$ cat config.mk
export PLATFORM = sky130hd
export DESIGN_NAME = result_fifo
export DESIGN_NICKNAME = d
export VERILOG_FILES = /design/src/rtl/result_fifo.sv
export SDC_FILE = /design/constraint.sdc
export NUM_CORES = 1
export LEC_CHECK = 0
export ABC_AREA = 1
export CORE_UTILIZATION = 35
export DETAILED_ROUTE_END_ITERATION = 10
export GPL_TIMING_DRIVEN = 0
export RECOVER_POWER = 25
export SYNTH_ARGS = -nofsm -noshare
export SYNTH_HDL_FRONTEND = slang
export SYNTH_SLANG_ARGS = --single-unit
$ cat constraint.sdc
create_clock -name clk -period 1.68 [get_ports clk]
set_input_delay 0.168 -clock clk [delete_from_list [all_inputs] [get_ports clk]]
set_output_delay 0.168 -clock clk [all_outputs]
set_load 0.02 [all_outputs]
$ cat src/rtl/result_fifo.sv
// result_fifo: small result buffer between the mini CPU core and an external
// consumer. The core pushes (data, tag) pairs and never stalls; the consumer
// drains them over valid/ready. A push into a full FIFO without a
// simultaneous pop is dropped and recorded in a sticky flag and a saturating
// counter.
// Optional build macro: RESULT_FIFO_PARITY_EN adds a stored per-entry parity
// bit, presented on out_parity.
module result_fifo #(
  parameter int DATA_W = 8,
  parameter int TAG_W  = 4,
  parameter int DEPTH  = 4,
  parameter int ADDR_W = 2
) (
  input  logic              clk,
  input  logic              rst,
  input  logic              wr_en,
  input  logic [DATA_W-1:0] wr_data,
  input  logic [TAG_W-1:0]  wr_tag,
  output logic              out_valid,
  input  logic              out_ready,
  output logic [DATA_W-1:0] out_data,
  output logic [TAG_W-1:0]  out_tag,
  output logic [ADDR_W:0]   count,
  output logic              full,
  output logic              empty,
  output logic              overflow,
  output logic [7:0]        drop_cnt,
`ifdef RESULT_FIFO_PARITY_EN
  output logic              out_parity,
`endif
  input  logic              clr_ovf
);

`ifdef RESULT_FIFO_PARITY_EN
  localparam int PAR_W = 1;
`else
  localparam int PAR_W = 0;
`endif
  localparam int ENTRY_W = DATA_W + TAG_W + PAR_W;

  localparam logic [ADDR_W:0]   CNT_ONE  = 1;
  localparam logic [ADDR_W:0]   CNT_FULL = (ADDR_W+1)'(DEPTH);
  localparam logic [ADDR_W-1:0] PTR_ONE  = 1;

  // Storage and control state
  logic [ENTRY_W-1:0] mem_q [DEPTH];
  logic [ENTRY_W-1:0] mem_d [DEPTH];
  logic [ADDR_W-1:0]  wr_ptr_q, wr_ptr_d;
  logic [ADDR_W-1:0]  rd_ptr_q, rd_ptr_d;
  logic [ADDR_W:0]    count_q, count_d;
  logic               overflow_q, overflow_d;
  logic [7:0]         drop_cnt_q, drop_cnt_d;

  logic               push;
  logic               pop;
  logic               drop;
  logic [ENTRY_W-1:0] wr_entry;
  logic [ENTRY_W-1:0] head_entry;

  // Entry packing: {parity (optional), tag, data}
`ifdef RESULT_FIFO_PARITY_EN
  assign wr_entry = {^{wr_tag, wr_data}, wr_tag, wr_data};
  assign out_parity = head_entry[ENTRY_W-1];
`else
  assign wr_entry = {wr_tag, wr_data};
`endif

  // Status flags come only from registered state, never from inputs
  assign empty     = (count_q == '0);
  assign full      = (count_q == CNT_FULL);
  assign out_valid = !empty;
  assign count     = count_q;
  assign overflow  = overflow_q;
  assign drop_cnt  = drop_cnt_q;

  // Head entry is a combinational read at the read pointer
  assign head_entry = mem_q[rd_ptr_q];
  assign out_data   = head_entry[DATA_W-1:0];
  assign out_tag    = head_entry[DATA_W +: TAG_W];

  // Handshake decode: a pop frees a slot, so a full FIFO still accepts a push
  always_comb begin
    pop  = out_valid & out_ready;
    push = wr_en & (!full | pop);
    drop = wr_en & full & !pop;
  end

  // Next-state for pointers, occupancy and the write into the array
  always_comb begin
    mem_d    = mem_q;
    wr_ptr_d = wr_ptr_q;
    rd_ptr_d = rd_ptr_q;
    count_d  = count_q;
    if (push) begin
      mem_d[wr_ptr_q] = wr_entry;
      wr_ptr_d        = wr_ptr_q + PTR_ONE;
    end
    if (pop) begin
      rd_ptr_d = rd_ptr_q + PTR_ONE;
    end
    case ({push, pop})
      2'b10:   count_d = count_q + CNT_ONE;
      2'b01:   count_d = count_q - CNT_ONE;
      default: count_d = count_q;
    endcase
  end

  // Overflow bookkeeping: a drop in the same cycle as a clear wins,
  // so the counter restarts at 1 rather than 0
  always_comb begin
    overflow_d = overflow_q;
    drop_cnt_d = drop_cnt_q;
    if (drop) begin
      overflow_d = 1'b1;
      if (clr_ovf) begin
        drop_cnt_d = 8'd1;
      end else if (drop_cnt_q != 8'hFF) begin
        drop_cnt_d = drop_cnt_q + 8'd1;
      end
    end else if (clr_ovf) begin
      overflow_d = 1'b0;
      drop_cnt_d = 8'd0;
    end
  end

  // Control registers with synchronous reset
  always_ff @(posedge clk) begin
    if (rst) begin
      wr_ptr_q   <= '0;
      rd_ptr_q   <= '0;
      count_q    <= '0;
      overflow_q <= 1'b0;
      drop_cnt_q <= 8'd0;
    end else begin
      wr_ptr_q   <= wr_ptr_d;
      rd_ptr_q   <= rd_ptr_d;
      count_q    <= count_d;
      overflow_q <= overflow_d;
      drop_cnt_q <= drop_cnt_d;
    end
  end

  // Entry registers, cleared on reset so the head never reads as X
  generate
    for (genvar gi = 0; gi < DEPTH; gi++) begin : g_entry
      always_ff @(posedge clk) begin
        if (rst) begin
          mem_q[gi] <= '0;
        end else begin
          mem_q[gi] <= mem_d[gi];
        end
      end
    end
  endgenerate

endmodule

==> results.toml, run 1 <==
[run_status]
status = "finished, violations left"
violations = "negative setup slack"

[worst_hold_path]
hp-start = "mem_q[35]"
worstHoldEndpoint = "mem_q[35]"
whs_path_depth = 2
hp-class = "register to register"

[grt]
grt_pass1_wl_um = 13900
antenna_found_initial = 0
gr-total-overflow = 0
grt_max_degree = 11
grt_use_total_pct = 21.1
grt_pass1_vias = 2740

[floorplan]
num_io_pins = 44
num_rows = 33
core_um2 = 8180
fp.dieArea_um2 = 8820
die_w_um = 93.9
initial_core_util_pct = 36.1
die_y_um = 93.9

[critical_path]
reg2reg_setup_slack_ps = -30
worst_r2r_startpoint = "count[0]"
startpoint_type = "register"
ff2ff_path_depth = 10
cp_max_fo = 4
cp.required_ps = 1910
r2r_end = "count[2]"
criticalPathCategory = "register to register"
endpoint_kind = "register"
arrival_ps = 1950

[placement]
port_buffers = 43
dpl_cell_area_um2 = 3570
dp.cells = 556
dp_hpwl_um = 5990
gp_congestion = 0.869
pre_cts_ws_ps = -509

[sta]
worst_clock_skew_ps = 6.15
finalHoldViolations = 0
final-setup-viol-count = 2
period_share_pct = 102
slew_viol_final = 0
tns_ps = -63.9
max_freq_mhz = 583
tightest_slew_ps = 617
postLayoutSetupSlackWorst_ps = -34.1
rsz0062_at_grt = "yes"
fin_crit_ps = 1710
max_slew_margin_pct = 58.9
whs_ps = 459

[finish]
nets = 488
areaGrowthSynthToFinish_pct = 28.1
finalNonFillerCells = 574
drive_gt1_share_pct = 15.6
multi_input_area_um2 = 1510
stdcell_area_um2 = 3780
seqCellArea_um2 = 1300
antenna_cells = 0
fillers = 855

[power_and_ir_drop]
cellPowerDensity_nw_per_um2 = 1310
power_leakage_uw = 0.00140
peakVddDrop_v = 0.000996

[clocking]
cts_htree_levels = 3
cts_buffers = 9
cts.sinks = 64
clock_latency_ps = 350
cts_root_buf = "clkbuf_8"
clk_pin_slew_ps = 70
cts_tree = "yes"
holdBufCountCts = 0
clock_path_buffers = 2

[synthesis]
yosysSeqAreaShare_pct = 43.4
synthTopCellsByCount = "nand2_1 (72), a21oi_1 (65), dfxtp_1 (64), nand3_1 (55), nor2_1 (38)"
synth_area_per_cell_um2 = 7.24
synth_seq_cells = 64
synth_top_cell_area_share_pct = 43.4
synth_edf_count = 0
syn_area_um2 = 2960
netlist_instances = 408
synth-main-ff-cell = "dfxtp_1"
yosysTopAreaCell = "dfxtp_1"
ys_warn_count = 0
post-synth-top-count-cell = "nand2_1"
yosys-top-cells-area = "dfxtp_1 (43%), a21oi_1 (11%), nand3_1 (9.3%)"
syn_nets = 432
synthArstFlopShare_pct = 0
ys_types = 23

[detailed_routing]
antenna_left = 0
wl_um = 9040
vias_per_cell = 5.28
drtIter0Drc = 156
via_count = 3032
dr.pass1.iters = 5
wl_per_cell_um = 15.8
post-route-drc-count = 0

[run]
cap_viol_max_count = 0
sequential cells by signal, summed over array words and instances (netlist names):
signal and cells:
count 3, drop_cnt 8, mem_q 48, overflow 1
rd_ptr_q 2, wr_ptr_q 2
cells by family after synthesis:
| family | count (synthesis) | synth area share (%) |
|---|---|---|
| buffers and inverters | 47 | 7.41 |
| AOI/OAI and AO/OA | 109 | 19.1 |
| DFF | 64 | 43.4 |
| and+or+nand+nor | 181 | 27.0 |
| adders and majority gates | 7 | 3.22 |
per-layer routing:
layer | vias to the layer above | part of all wire [%] | global-route usage [%]
li1 | 1496 | - | -
met2 | 104 | 46 | 35.5
met4 | 0 | 1.9 | 7.56
met1 | 1416 | 45 | 26.4
met5 | - | 0 | 0
met3 | 16 | 6.5 | 4.69
layout make-up:
cell class,instances,area share [%]
inverter,22,2.51
clock inverter,3,1.06
multi-input combinational,297,39.9
buffer,25,4.56
clock buffer,13,4.20
sequential,64,34.3
timing repair buffer,45,10.0
tap,105,3.47
power breakdown:
part	total (uW)	internal [uW]	switching, uW
combinational	1830	676	1160
clock	1360	763	594
sequential	1760	1650	111
total	4960	3090	1860
layout by cell type, fill, tap and decap left out, types with 4 or more instances in the layout:
cell	instances
nor2_1	37
clkbuf_1	10
nand2_2	4
a21oi_1	64
o22ai_1	11
o21ai_0	27
dlygate4sd3_1	4
clkbuf_8	13
clkdlybuf4s50_1	24
nand3_1	55
ha_1	5
inv_1	16
dfxtp_4	4
dfxtp_1	58
buf_2	14
buf_4	7
nand2_1	71
worst max-delay path by stage:
stage | startpoint | to | slack (ps)
after floorplan | count[1] | count[1] | -20
after global placement | rd_ptr_q[0] | out_data[7] | -500
after detailed placement | rd_ptr_q[0] | out_data[7] | -510
after CTS | count[0] | count[1] | -20
after global routing | count[0] | count[2] | -120
final | count[0] | count[2] | -30
worst max-delay path, cell delays in order (launching register included):
cell and delay, ps:
dfxtp_4 360, nor2_4 160, nand3_2 100, nand2_4 80, ha_4 130, inv_4 30
fa_2 350, a21oi_2 150, o21ai_2 70, o21ai_1 120, a21oi_1 50
metrics by stage:
stage	total power (uW)	util, %
2_1_floorplan	2900	-
3_3_place_gp	3650	43.6
3_5_place_dp	3670	43.6
4_1_cts	4970	46.1
5_1_grt	5210	46.3
6_report	4960	46.3
repair_timing:
item	CTS	global route
setup endpoints to repair	16	19
gates resized for setup	71	15
cloned	0	0
buffers inserted	1	1
pin swaps	3	1
No activity file was read; power rests on OpenSTA's default activity.
==> run 2: changes to the inputs <==
CORE_ASPECT_RATIO = 0.75   (was unset)
==> run 2 against run 1 <==
Effect of this change:
- the flow still finishes with violations (negative setup slack)
- die area is essentially flat
- global-route usage grew 0.95 points
- first-iteration DRC count grew 38%
- cell area grew 1.5%
- via count is essentially flat
- clock power is essentially flat
- sequential power is essentially flat
- critical path depth is the same
- critical path type unchanged
==> results.toml, run 2 (same netlist as run 1, synthesis figures left out) <==
[power_and_ir_drop]
switching_share_pct = 37.2
peakVddDrop_v = 0.000700
power_leakage_uw = 0.00142
p_comb_share_pct = 38.0
total_power_uw = 5070
internal_power_uw = 3190
clkPwrFrac_pct = 27.1
cellPowerDensity_nw_per_um2 = 1320
p_seq_share_pct = 34.8
switchingPower_uw = 1890

[grt]
grt_use_total_pct = 22.1
grt_max_degree = 11
grt_pass1_vias = 2804
antenna_found_initial = 0
grt_pass1_wl_um = 14500
gr-total-overflow = 0

[sta]
rsz0062_at_grt = "yes"
tightest_slew_ps = 669
postLayoutSetupSlackWorst_ps = -22.4
max_slew_margin_pct = 55.4
whs_ps = 458
fin_crit_ps = 1700
max_freq_mhz = 587
worst_clock_skew_ps = 7.14
tns_ps = -44.4
finalHoldViolations = 0
period_share_pct = 101
slew_viol_final = 0
final-setup-viol-count = 2

[clocking]
cts_root_buf = "clkbuf_8"
cts.sinks = 64
clk_pin_slew_ps = 70
clock_path_buffers = 2
cts_tree = "yes"
cts_buffers = 9
cts_htree_levels = 3
clock_latency_ps = 350
holdBufCountCts = 0

[critical_path]
cpLargestDelayFamily = "adder cells"
arrival_ps = 1930
path_buf_inv = 1
crit_chain = "nor2_4 -> nand3_2 -> nand2_4 -> ha_4 -> inv_2 -> fa_2 -> a21oi_1 -> o21ai_1 -> o21ai_1 -> a21oi_1"
crit_path_max_incr_delay_ps = 360
endpoint_kind = "register"
criticalPathCategory = "register to register"
cp_max_fo = 3
cp.required_ps = 1910
startpoint_type = "register"
slowest_stage = "dfxtp_4"

[floorplan]
num_rows = 28
core_um2 = 8020
num_io_pins = 44
die_y_um = 81.6
initial_core_util_pct = 36.8
die_w_um = 108
fp.dieArea_um2 = 8820

[placement]
dp_hpwl_um = 6250
dpl_cell_area_um2 = 3570
port_buffers = 43
gp_congestion = 0.859

[finish]
final_cell_mix = "nand2_1 (71), a21oi_1 (65), dfxtp_1 (58)"
drive_gt1_share_pct = 16.2
multi_input_area_um2 = 1510
areaGrowthSynthToFinish_pct = 30.0
antenna_cells = 0
nets = 489
seqCellArea_um2 = 1300
top_register = "mem_q"
mostFrequentLayoutCell = "nand2_1"
fillers = 800
largest_register_ffs = 48
stdcell_area_um2 = 3840

[worst_hold_path]
hp-class = "register to register"

[detailed_routing]
antenna_left = 0
post-route-drc-count = 0
drtIter0Drc = 216
dr.pass1.iters = 5
wl_um = 9130
vias_per_cell = 5.27
wl_per_cell_um = 15.9
via_count = 3031

[run_status]
violations = "negative setup slack"
status = "finished, violations left"

[run]
cap_viol_max_count = 0
[run 2: cell count changes in the layout (fill, tap and decap cells not counted), sizes merged]
cell / previous run / this run
clkbuf: 26 / 30
dlygate4sd3: 4 / 0
clkinv: 2 / 1
buf: 27 / 26
clkdlybuf4s50: 24 / 28
bufinv: 1 / 0
[run 2: routing by layer]
layer	part of all wire, %	vias to the layer above	track usage [%]
met3	8.7	11	6.43
met4	1.3	0	6.99
met1	47	1408	30.3
met5	0	-	0
met2	43	112	33.2
li1	-	1500	-
[run 2: stage by stage]
| step | cells | worst slack (ps) | utilization [%] |
|---|---|---|---|
| 2_1_floorplan | 408 | -23.6 | - |
| 3_3_place_gp | 556 | -513 | 44.4 |
| 3_5_place_dp | 556 | -551 | 44.4 |
| 4_1_cts | 574 | -12.4 | 47.3 |
| 5_1_grt | 575 | -128 | 47.9 |
| 6_report | 575 | -22.4 | 47.9 |
[run 2: path summary, 6_finish.rpt]
| path | to | slack (ps) | cells after the start | from |
|---|---|---|---|---|
| hold / removal | mem_q[15] | 460 | 2 | mem_q[15] |
| hold reg to reg | mem_q[15] | 460 | 2 | mem_q[15] |
| setup / recovery | count[2] | -20 | 10 | count[0] |
| setup reg to reg | count[2] | -20 | 10 | count[0] |
[run 2: area by class of cell]
type / instances / share of cell area, %
clock buffer: 15 / 5.41
clock inverter: 1 / 0.130
buffer: 25 / 4.85
inverter: 22 / 2.41
tap: 105 / 3.42
timing repair buffer: 46 / 10.7
sequential: 64 / 33.8
multi-input combinational: 297 / 39.3
[run 2: worst reg2reg max path: stages (launching register included)]
cell	delay [ps]
dfxtp_4	360
nor2_4	160
nand3_2	110
nand2_4	90
ha_4	120
inv_2	40
fa_2	330
a21oi_1	120
o21ai_1	90
o21ai_1	130
a21oi_1	50
[run 2: timing repair]
item                                    4_1_cts  5_1_grt
pin swaps                                     3        1
endpoints found under the setup margin       16       25
gates cloned                                  0        1
buffers inserted                              2        0
gates resized for setup                      74       13
[run 2: power by group through the flow]
stage	sequential (uW)	clock, uW	combinational [uW]
6_report	1770	1380	1930
5_1_grt	1780	1490	2090
4_1_cts	1770	1400	1850
3_5_place_dp	1790	0	1890
3_3_place_gp	1790	0	1890
2_1_floorplan	1800	0	1100
